`config.mk`:
```
export PLATFORM = sky130hd
export DESIGN_NAME = burst_mem_ctrl
export DESIGN_NICKNAME = d
export VERILOG_FILES = /design/src/rtl/burst_mem_ctrl.sv
export SDC_FILE = /design/constraint.sdc
export NUM_CORES = 1
export LEC_CHECK = 0
export ABC_CLOCK_PERIOD_IN_PS = 18590
export BUFFER_PORTS_ARGS = -buffer_cell sky130_fd_sc_hd__buf_2
export CORE_ASPECT_RATIO = 1.25
export CORE_UTILIZATION = 51
export DETAILED_ROUTE_END_ITERATION = 16
export PLACE_DENSITY = 0.7
export SYNTH_ARGS = -nofsm -noshare
export SYNTH_HDL_FRONTEND = slang
export SYNTH_SLANG_ARGS = --single-unit
```
`constraint.sdc`:
```
create_clock -name clock -period 18.59 [get_ports clock]
set_input_delay 1.859 -clock clock [delete_from_list [all_inputs] [get_ports clock]]
set_output_delay 1.859 -clock clock [all_outputs]
set_load 0.02 [all_outputs]
```
`src/rtl/burst_mem_ctrl.sv`:
```
// Burst memory controller: a small register memory written and read in INCR or WRAP bursts,
// with command validation, write-beat stalls, abort on loss of start, and async clear.
module burst_mem_ctrl #(
  parameter int DATA_W = 32,
  parameter int ADDR_W = 4,
  parameter int LEN_W  = 4
) (
  input  logic              clock,
  input  logic              reset,
  input  logic              io_start,
  input  logic              io_wr,
  input  logic              io_rd,
  input  logic [ADDR_W-1:0] io_address,
  input  logic [LEN_W-1:0]  io_length,
  input  logic              io_wrap,
  input  logic [DATA_W-1:0] io_wdata,
  input  logic              io_wvalid,
  output logic              io_wready,
  output logic              io_cmd_ready,
  output logic [DATA_W-1:0] io_rdata,
  output logic              io_rvalid,
  output logic              io_rlast,
  output logic              io_busy,
  output logic              io_err
);

  localparam int DEPTH = 2 ** ADDR_W;

  typedef enum logic [1:0] {IDLE, WBURST, RBURST} state_t;

  state_t            state, next_state;
  logic [DATA_W-1:0] mem [DEPTH];
  logic [ADDR_W-1:0] addr;
  logic [LEN_W-1:0]  count;
  logic [LEN_W-1:0]  len_reg;
  logic              wrap_reg;
  logic [DATA_W-1:0] rdata;
  logic              rvalid, rlast, err;

  logic cmd_ready, wready, err_set;
  logic accept_wr, accept_rd, beat_wr, beat_rd;
  logic wrap_len_ok, cmd_legal, cmd_bad;

  // WRAP bursts stay inside an aligned window of length words, so the length must be a power of two.
  function automatic logic [ADDR_W-1:0] next_addr(input logic [ADDR_W-1:0] a,
                                                  input logic [LEN_W-1:0]  len,
                                                  input logic              wrp);
    logic [ADDR_W-1:0] mask;
    logic [ADDR_W-1:0] inc;
    mask = ADDR_W'(len - LEN_W'(1));
    inc  = a + ADDR_W'(1);
    if (wrp) next_addr = (a & ~mask) | (inc & mask);
    else     next_addr = inc;
  endfunction

  assign wrap_len_ok = (io_length == LEN_W'(2)) || (io_length == LEN_W'(4)) ||
                       (io_length == LEN_W'(8));
  assign cmd_legal   = (io_wr ^ io_rd) && (io_length != '0) && (!io_wrap || wrap_len_ok);
  assign cmd_bad     = (io_wr && io_rd) ||
                       ((io_wr || io_rd) && ((io_length == '0) || (io_wrap && !wrap_len_ok)));

  always_ff @(posedge clock or posedge reset) begin
    if (reset) state <= IDLE;
    else       state <= next_state;
  end

  always_comb begin
    next_state = state;
    cmd_ready  = 1'b0;
    wready     = 1'b0;
    err_set    = 1'b0;
    accept_wr  = 1'b0;
    accept_rd  = 1'b0;
    beat_wr    = 1'b0;
    beat_rd    = 1'b0;
    case (state)
      IDLE: begin
        if (io_start) begin
          if (cmd_legal) begin
            cmd_ready = 1'b1;
            if (io_wr) begin
              wready    = 1'b1;
              accept_wr = 1'b1;
              if (!(io_wvalid && (io_length == LEN_W'(1)))) next_state = WBURST;
            end else begin
              accept_rd  = 1'b1;
              next_state = RBURST;
            end
          end else if (cmd_bad) begin
            err_set = 1'b1;
          end
        end
      end
      WBURST: begin
        if (!io_start) begin
          err_set    = 1'b1;
          next_state = IDLE;
        end else begin
          wready = 1'b1;
          if (io_wvalid) begin
            beat_wr = 1'b1;
            if (count == LEN_W'(1)) next_state = IDLE;
          end
        end
      end
      RBURST: begin
        if (!io_start) begin
          err_set    = 1'b1;
          next_state = IDLE;
        end else if (count == '0) begin
          next_state = IDLE;
        end else begin
          beat_rd = 1'b1;
        end
      end
      default: next_state = IDLE;
    endcase
  end

  // The first read beat is fetched on the accept edge so rvalid rises the very next cycle.
  always_ff @(posedge clock or posedge reset) begin
    if (reset) begin
      for (int i = 0; i < DEPTH; i++) mem[i] <= '0;
      addr     <= '0;
      count    <= '0;
      len_reg  <= '0;
      wrap_reg <= 1'b0;
      rdata    <= '0;
      rvalid   <= 1'b0;
      rlast    <= 1'b0;
      err      <= 1'b0;
    end else begin
      err    <= err_set;
      rvalid <= 1'b0;
      rlast  <= 1'b0;
      if (accept_wr) begin
        len_reg  <= io_length;
        wrap_reg <= io_wrap;
        if (io_wvalid) begin
          mem[io_address] <= io_wdata;
          addr            <= next_addr(io_address, io_length, io_wrap);
          count           <= io_length - LEN_W'(1);
        end else begin
          addr  <= io_address;
          count <= io_length;
        end
      end else if (beat_wr) begin
        mem[addr] <= io_wdata;
        addr      <= next_addr(addr, len_reg, wrap_reg);
        count     <= count - LEN_W'(1);
      end else if (accept_rd) begin
        len_reg  <= io_length;
        wrap_reg <= io_wrap;
        rdata    <= mem[io_address];
        rvalid   <= 1'b1;
        rlast    <= (io_length == LEN_W'(1));
        addr     <= next_addr(io_address, io_length, io_wrap);
        count    <= io_length - LEN_W'(1);
      end else if (beat_rd) begin
        rdata  <= mem[addr];
        rvalid <= 1'b1;
        rlast  <= (count == LEN_W'(1));
        addr   <= next_addr(addr, len_reg, wrap_reg);
        count  <= count - LEN_W'(1);
      end
    end
  end

  assign io_cmd_ready = cmd_ready & ~reset;
  assign io_wready    = wready & ~reset;
  assign io_rdata     = rdata;
  assign io_rvalid    = rvalid;
  assign io_rlast     = rlast;
  assign io_busy      = (state != IDLE);
  assign io_err       = err;

endmodule

```
### After elaboration in Yosys (flattened, before gate mapping)

Cells that the tools add are included.

| word-level totals | value |
|---|---|
| bits of input ports | 47 |
| logic and storage cells | 172 |
| register bits after elaboration | 562 |
| output and inout port bits | 38 |

| operators by class | value |
|---|---|
| eq/ne operators | 15 |
| bitwise logic cells | 16 |
| add/sub/neg operators | 5 |
| magnitude comparators | 4 |
| muxes and demuxes | 77 |
| reduce and logical (&&, ||, !) cells | 30 |

Operators by type and width:

| operator | count |
|---|---|
| two-way mux 512 bit | 3 |
| bitwise mux 512 bit | 2 |
| binary-select mux 32 bit (select 4 bit) | 2 |
| demux 32 bit (select 4 bit) | 2 |
| two-way mux 32 bit | 8 |
| two-way mux 4 bit | 15 |
| two-way mux 1 bit | 33 |
| two-way mux 2 bit | 9 |
| bitwise AND 4 bit | 4 |
| != test 3 bit, second input constant | 4 |
| subtractor 4 x 1 -> 4 bit, second input constant | 3 |
| greater-or-equal comparator 5 bit, second input constant | 2 |
| less-than comparator 5 x 1 -> 1 bit, second input constant | 2 |
| NOT 4 -> 5 bit | 2 |
| adder 4 x 1 -> 4 bit, second input constant | 2 |
| == test 4 x 1 -> 1 bit, second input constant | 2 |
| logical AND 1 bit | 8 |
| logical NOT 4 bit | 2 |
| != test 2 bit, second input constant | 4 |
| NOT 4 bit | 2 |
| bitwise OR 4 bit | 2 |
| nonzero test 2 bit | 4 |
| nonzero test 4 bit | 2 |
| logical OR 1 bit | 6 |
| 16 further kinds | 22 |

### Depth between registers and ports, before layout

Gate-level depths: netlist (run 1).

| logic depth | value |
|---|---|
| depth in word-level cells | 12 |
| gate-level depth with buffers | 12 |
| gate-level depth less buffers | 8 |

### Least setup slack after synthesis (run 1)

Ideal clock, no wire load.

| path | value |
|---|---|
| kind | input-to-output |
| start | input io_wr |
| end | output io_cmd_ready |
| buffers on the path | 2 |
| stages on the path | 7 |
| path slack | 13.316 ns |
| data arrival time | 3.415 ns |
| data required time | 16.731 ns |
| cells stage by stage | buf_2 -> clkinv_1 -> ha_1 -> and3_1 -> o21ai_0 -> clkbuf_1 -> nor2_1 |

| between the ends | value |
|---|---|
| cells in the longest elaborated chain, start to end | 7 |

Ends and longest elaborated chain:

| element | RTL line | RTL |
|---|---|---|
| start, declared | 11 | `input logic io_wr,` |
| bitwise XOR 1 bit | 58 | `assign cmd_legal = (io_wr ^ io_rd) && (io_length != '0) && (!io_wrap \|\| wrap_len_ok);` |
| logical AND 1 bit (2 in series) | 58 |  |
| two-way mux 1 bit | 79 | `if (cmd_legal) begin` |
| two-way mux 1 bit | 78 | `if (io_start) begin` |
| two-way mux 1 bit | 76 | `case (state)` |
| bitwise AND 1 bit | 169 | `assign io_cmd_ready = cmd_ready & ~reset;` |
| end, declared | 19 | `output logic io_cmd_ready,` |

Every way passes these cells.

### Worst setup path in the final report (run 1)

Ends and elaborated chain as after synthesis.

==> results.json, run 1 <==
{
  "min_period_over_period": 0.2922,
  "grt_max_degree": 200,
  "cp-start-kind": "input pin",
  "p_clk_frac": 0.234,
  "clk_path_buf_depth": 3,
  "drtIter0Drc": 1672,
  "syn_inst": 1970,
  "slowest_delay_ps": 440,
  "ctsHoldBuffers": 0,
  "power.switching_mw": 1.583,
  "rrSetupSlack_ps": 15200,
  "synth_commonest_cells": "dfrtp_1 (562), mux2_2 (449), mux4_2 (256), clkbuf_1 (112), a221oi_1 (96)",
  "slew_viol_final": 0,
  "cts_resized": 0,
  "start_util": 0.5195,
  "grt_pass1_wl_mm": 123.3,
  "numCtsBuffers": 57,
  "netlist.area_leader.share": 0.4697,
  "outcome": "completed",
  "grt_use_total": 0.2766,
  "design_area_um2": 32620,
  "dpl_cell_area_um2": 30770,
  "gp_congestion": 0.8858,
  "synth_area_leader_cell": "dfrtp_1",
  "io_buffers": 84,
  "yosysSeqAreaShare": 0.4697,
  "p_leak_nw": 14.89,
  "avgSynthCellArea_um2": 15.20,
  "stdcell_count": 2749,
  "period_minus_slack_ps": 5433,
  "r2r_cells": 9,
  "power.internal_mw": 3.281,
  "htreeDepth": 2,
  "p_sw_frac": 0.3255,
  "arrival_ps": 3570,
  "cts_tree": "done",
  "dr_total_vias": 18698,
  "min_path_type": "register to register",
  "skew_ps": 25.30,
  "wl_mm": 80.24,
  "final-hold-violation-count": 0,
  "cp_top_family": "buffers and inverters",
  "final_layout_size_suffix_gt1_frac": 0.4905,
  "pwr-share-comb": 0.340,
  "die_area_um2": 59690,
  "overflow": 0,
  "fp.dieH_um": 272.9,
  "drt.antenna.violating_nets": 0,
  "finalSetupViolCount": 0,
  "critPathMostFrequentCell": "buf_2",
  "cts_root_buf": "clkbuf_16",
  "cp_slowest_cell": "ha_1",
  "grt_pass1_vias": 19977,
  "path_max_fanout": 12,
  "ys_seq_elements": 562,
  "seqPwrFrac": 0.426,
  "yosysUniqueCellTypes": 55,
  "clkLatencyLatePin_ps": 630,
  "synth_edf_count": 0,
  "dieWidth_um": 218.7,
  "hold_depth": 1,
  "yosysWarnings": 0,
  "clock_sinks": 562,
  "slew-limit-headroom": 0.2852,
  "place_inst": 2646,
  "drc_errors": 0,
  "grt_antenna_before_repair": 6,
  "ir_drop_v": 0.0001171,
  "coreArea_um2": 57630,
  "wire_per_inst_um": 29.19,
  "synth.most_common_cell": "dfrtp_1",
  "crit_chain": "buf_2 -> clkinv_1 -> ha_1 -> and3_1 -> o21ai_0 -> buf_4 -> nor2_1 -> buf_2",
  "max_cap_viol_count": 0,
  "io_pins": 85,
  "clkTransAtPathRegs_ps": 60,
  "setup_tns_ps": 0,
  "dr.pass1.iters": 6,
  "route.detailed.vias_per_inst": 6.802,
  "rsz0062_at_grt": "no",
  "critPathRequiredTime_ps": 16730,
  "crit_cells": 8,
  "rows": 98,
  "nNetsFinal": 2022,
  "crit_buf_inv": 4,
  "synthToLayoutAreaGrowth_pct": 8.934,
  "top_register": "mem",
  "netlist_area_um2": 29940,
  "powerDensity_nw_per_um2": 149.1,
  "post_cts_buffers": 0,
  "async_reset_ff_frac": 1.000,
  "synth_fp_nets": 2037,
  "synth_area_leaders": "dfrtp_1 (47%), mux4_2 (19%), mux2_2 (17%)",
  "critPathCaptureType": "primary output",
  "synth_flop_cell": "dfrtp_1",
  "criticalPathCategory": "input pin to primary output",
  "largest_reg_flops": 512,
  "dpl.hpwl_mm": 42.87,
  "fmax_mhz": 184.1,
  "tightest_slew_ps": 1072
}
[metrics by stage]
step | total power [mW] | util | hold WS (ps) | worst slack [ps]
floorplan | 3.271 | - | 466.8 | 1014
global placement | 3.656 | 0.5339 | 486.2 | 13250
detailed placement | 3.741 | 0.5339 | 505.7 | 13190
CTS | 4.890 | 0.5659 | 519.8 | 13190
global route | 5.105 | 0.5660 | 532.1 | 13050
finish | 4.863 | 0.5660 | 516.4 | 13160
[metal layers]
layer,wire length [um],up-vias,part of all wire,GRT usage
li1,-,7721,-,-
met1,31780,10012,0.40,0.3642
met2,39570,743,0.49,0.4528
met3,5639,214,0.070,0.05487
met4,3188,8,0.040,0.1071
met5,54,-,0.00067,0
[cell usage in the layout, fill, tap and decap left out, drive strengths merged, types with 6 or more instances in the layout]
cell type / instances
and3: 18
a21oi: 15
nor3: 15
mux2: 514
nor3b: 6
xor2: 8
a22o: 66
clkbuf: 85
buf: 124
ha: 20
xnor2: 9
o21ai: 28
a221oi: 96
mux4: 256
inv: 17
dfrtp: 562
nand2: 35
nor2: 48
clkinv: 14
nand3: 11
[final timing paths]
check	from	to
min in group asynchronous	reset	io_rlast
max reg2reg	state[1]	mem[295]
min	mem[360]	mem[360]
max in group asynchronous	reset	mem[3]
max	io_wr	io_cmd_ready
min reg2reg	mem[360]	mem[360]
[layout make-up]
cell class,count,area [um2]
clock buffers,84,1658
fillers,4572,25010
flip-flops and latches,562,14070
inverters,18,75.07
repair buffers,125,768.2
diodes,1,2.502
well taps,750,938.4
multi-input cells,1191,14920
clock inverters,18,187.7
[power by group through the flow]
stage | sequential, mW | clock, mW | combinational (mW)
after global routing | 2.14 | 1.21 | 1.76
after CTS | 2.07 | 1.16 | 1.66
after detailed placement | 2.09 | 0 | 1.65
after global placement | 2.04 | 0 | 1.62
final | 2.07 | 1.14 | 1.65
after floorplan | 1.96 | 0 | 1.31
[worst reg2reg max path: stages (launching register included)]
cell and delay (ps):
dfrtp_1 410, inv_1 110, ha_1 280, nand3_1 200
nor4_4 170, buf_4 360, nor3_1 170, o21ai_4 640
buf_4 530, mux2_2 400
[cell families after synthesis]
logic type / count (synthesis) / synth area share
XOR/XNOR: 17 / 0.004973
AO/OA/AOI/OAI: 230 / 0.06398
buffers and inverters: 217 / 0.03778
flip-flops: 562 / 0.4697
AND/OR/NAND/NOR: 151 / 0.02457
multiplexers: 773 / 0.3906
adder cells (fa/ha/maj): 20 / 0.008358
No activity file was read; power rests on OpenSTA's default activity.
==> run 2, diff against run 1 <==
--- a/config.mk
+++ b/config.mk
@@ -5,7 +5,7 @@
 export SDC_FILE = /design/constraint.sdc
 export NUM_CORES = 1
 export LEC_CHECK = 0
-export ABC_CLOCK_PERIOD_IN_PS = 18590
+export ABC_CLOCK_PERIOD_IN_PS = 4400
 export BUFFER_PORTS_ARGS = -buffer_cell sky130_fd_sc_hd__buf_2
 export CORE_ASPECT_RATIO = 1.25
 export CORE_UTILIZATION = 51
==> constraint.sdc (replaced) <==
create_clock -name clock -period 4.4 [get_ports clock]
set_input_delay 0.44 -clock clock [delete_from_list [all_inputs] [get_ports clock]]
set_output_delay 0.44 -clock clock [all_outputs]
set_load 0.02 [all_outputs]
==> results.json, run 2 (synthesized netlist as in run 1, its figures left out) <==
{
  "outcome": "completed",
  "final_layout_size_suffix_gt1_frac": 0.4960,
  "dr_total_vias": 18757,
  "start_util": 0.5195,
  "drtIter0Drc": 1556,
  "io_pins": 85,
  "skew_ps": 17.27,
  "design_area_um2": 32990,
  "route.detailed.vias_per_inst": 6.767,
  "arrival_ps": 3560,
  "grt_pass1_vias": 20078,
  "slew-limit-headroom": 0.2900,
  "grt_pass1_wl_mm": 125.5,
  "clock_sinks": 562,
  "largest_reg_flops": 512,
  "worst_slack_ps": 1335,
  "wire_per_inst_um": 29.15,
  "tightest_slew_ps": 1063,
  "cts_root_buf": "clkbuf_16",
  "dieWidth_um": 218.7,
  "mostFrequentLayoutCells": "dfrtp_1 (560), mux2_2 (449), mux4_2 (256)",
  "fp.dieH_um": 272.9,
  "rows": 98,
  "ctsHoldBuffers": 1,
  "final-hold-violation-count": 0,
  "clkTransAtPathRegs_ps": 60,
  "finalSetupViolCount": 0,
  "coreArea_um2": 57630,
  "top_register": "mem",
  "nNetsFinal": 2047,
  "critPathMostFrequentCell": "buf_4",
  "slew_viol_final": 0,
  "gp_congestion": 0.8716,
  "grt_max_degree": 175,
  "fmax_mhz": 326.3,
  "period_minus_slack_ps": 3065,
  "die_area_um2": 59690,
  "min_period_over_period": 0.6966,
  "crit_chain": "inv_1 -> ha_1 -> nand3_1 -> nor4_4 -> buf_4 -> nor3b_1 -> o21ai_4 -> buf_4 -> mux2_2",
  "grt_use_total": 0.2796,
  "critPathCaptureType": "register",
  "dpl_cell_area_um2": 31130,
  "drt.antenna.violating_nets": 0,
  "slowest_delay_ps": 610,
  "dpl.hpwl_mm": 48.12,
  "critPathRequiredTime_ps": 4900,
  "cts_resized": 0,
  "cts_tree": "done",
  "layout_commonest_cell": "dfrtp_1",
  "path_max_fanout": 39,
  "criticalPathCategory": "register to register",
  "clk_path_buf_depth": 3,
  "max_cap_viol_count": 0,
  "place_inst": 2671,
  "place_ws_ps": 892.3,
  "wl_mm": 80.81,
  "numCtsBuffers": 56,
  "overflow": 0,
  "rsz0062_at_grt": "no",
  "post_cts_buffers": 0,
  "cp-start-kind": "register",
  "synthToLayoutAreaGrowth_pct": 10.17,
  "p_leak_nw": 15.09,
  "cp_slowest_cell": "buf_4",
  "io_buffers": 84,
  "grt_antenna_before_repair": 4,
  "clkLatencyLatePin_ps": 620,
  "stdcell_count": 2772,
  "min_path_type": "input pin to register",
  "htreeDepth": 2,
  "powerDensity_nw_per_um2": 626.9,
  "ir_drop_v": 0.0005023,
  "drc_errors": 0,
  "dr.pass1.iters": 6
}
-- run 2: cell type report --
class	count	area (um2)
well taps	750	938.4
repair buffers	151	1141
clock inverters	14	165.2
fillers	4458	24640
diodes	2	5.005
inverters	18	71.32
multi-input cells	1191	14920
flip-flops and latches	562	14070
clock buffers	84	1679
-- run 2: final timing paths --
kind / from / to / depth (start not counted) / slack (ps)
min reg2reg: count[1] / count[1] / 2 / 500
max in group asynchronous: reset / mem[50] / 4 / 2570
max reg2reg: state[0] / mem[439] / 9 / 1330
max: state[0] / mem[439] / 9 / 1330
min: io_length[0] / count[0] / 3 / 180
min in group asynchronous: reset / mem[11] / 3 / 490
-- run 2: worst max-delay path, delay by kind of cell, from the launching register on --
kind	cells	cell delay, ps
buf+inv	3	1100
simple gates	3	520
mux	1	420
flops	1	410
fa+ha+maj	1	300
compound gates	1	130
-- run 2: metal layers --
layer | track usage | share of wire | up-vias
met5 | 0 | 0.00032 | -
met3 | 0.04185 | 0.058 | 184
met2 | 0.4656 | 0.50 | 639
met4 | 0.09996 | 0.033 | 4
met1 | 0.3737 | 0.40 | 10164
li1 | - | - | 7766
-- run 2: report_power, final --
group | total [mW] | internal, mW | switching [mW]
Sequential | 8.65 | 7.12 | 1.54
Clock | 4.84 | 2.79 | 2.04
Combinational | 7.19 | 4.07 | 3.12
Total | 20.7 | 14.0 | 6.69
-- run 2: stage by stage --
| stage | setup TNS [ps] | hold WS [ps] | util | total power [mW] |
|---|---|---|---|---|
| after floorplan | -2074740 | 466.8 | - | 13.82 |
| after global placement | 0 | 486.9 | 0.5401 | 15.56 |
| after detailed placement | 0 | 491.9 | 0.5401 | 15.91 |
| after CTS | 0 | 168.9 | 0.5723 | 20.77 |
| after global routing | 0 | 210.4 | 0.5723 | 21.70 |
| final | 0 | 178.2 | 0.5724 | 20.68 |
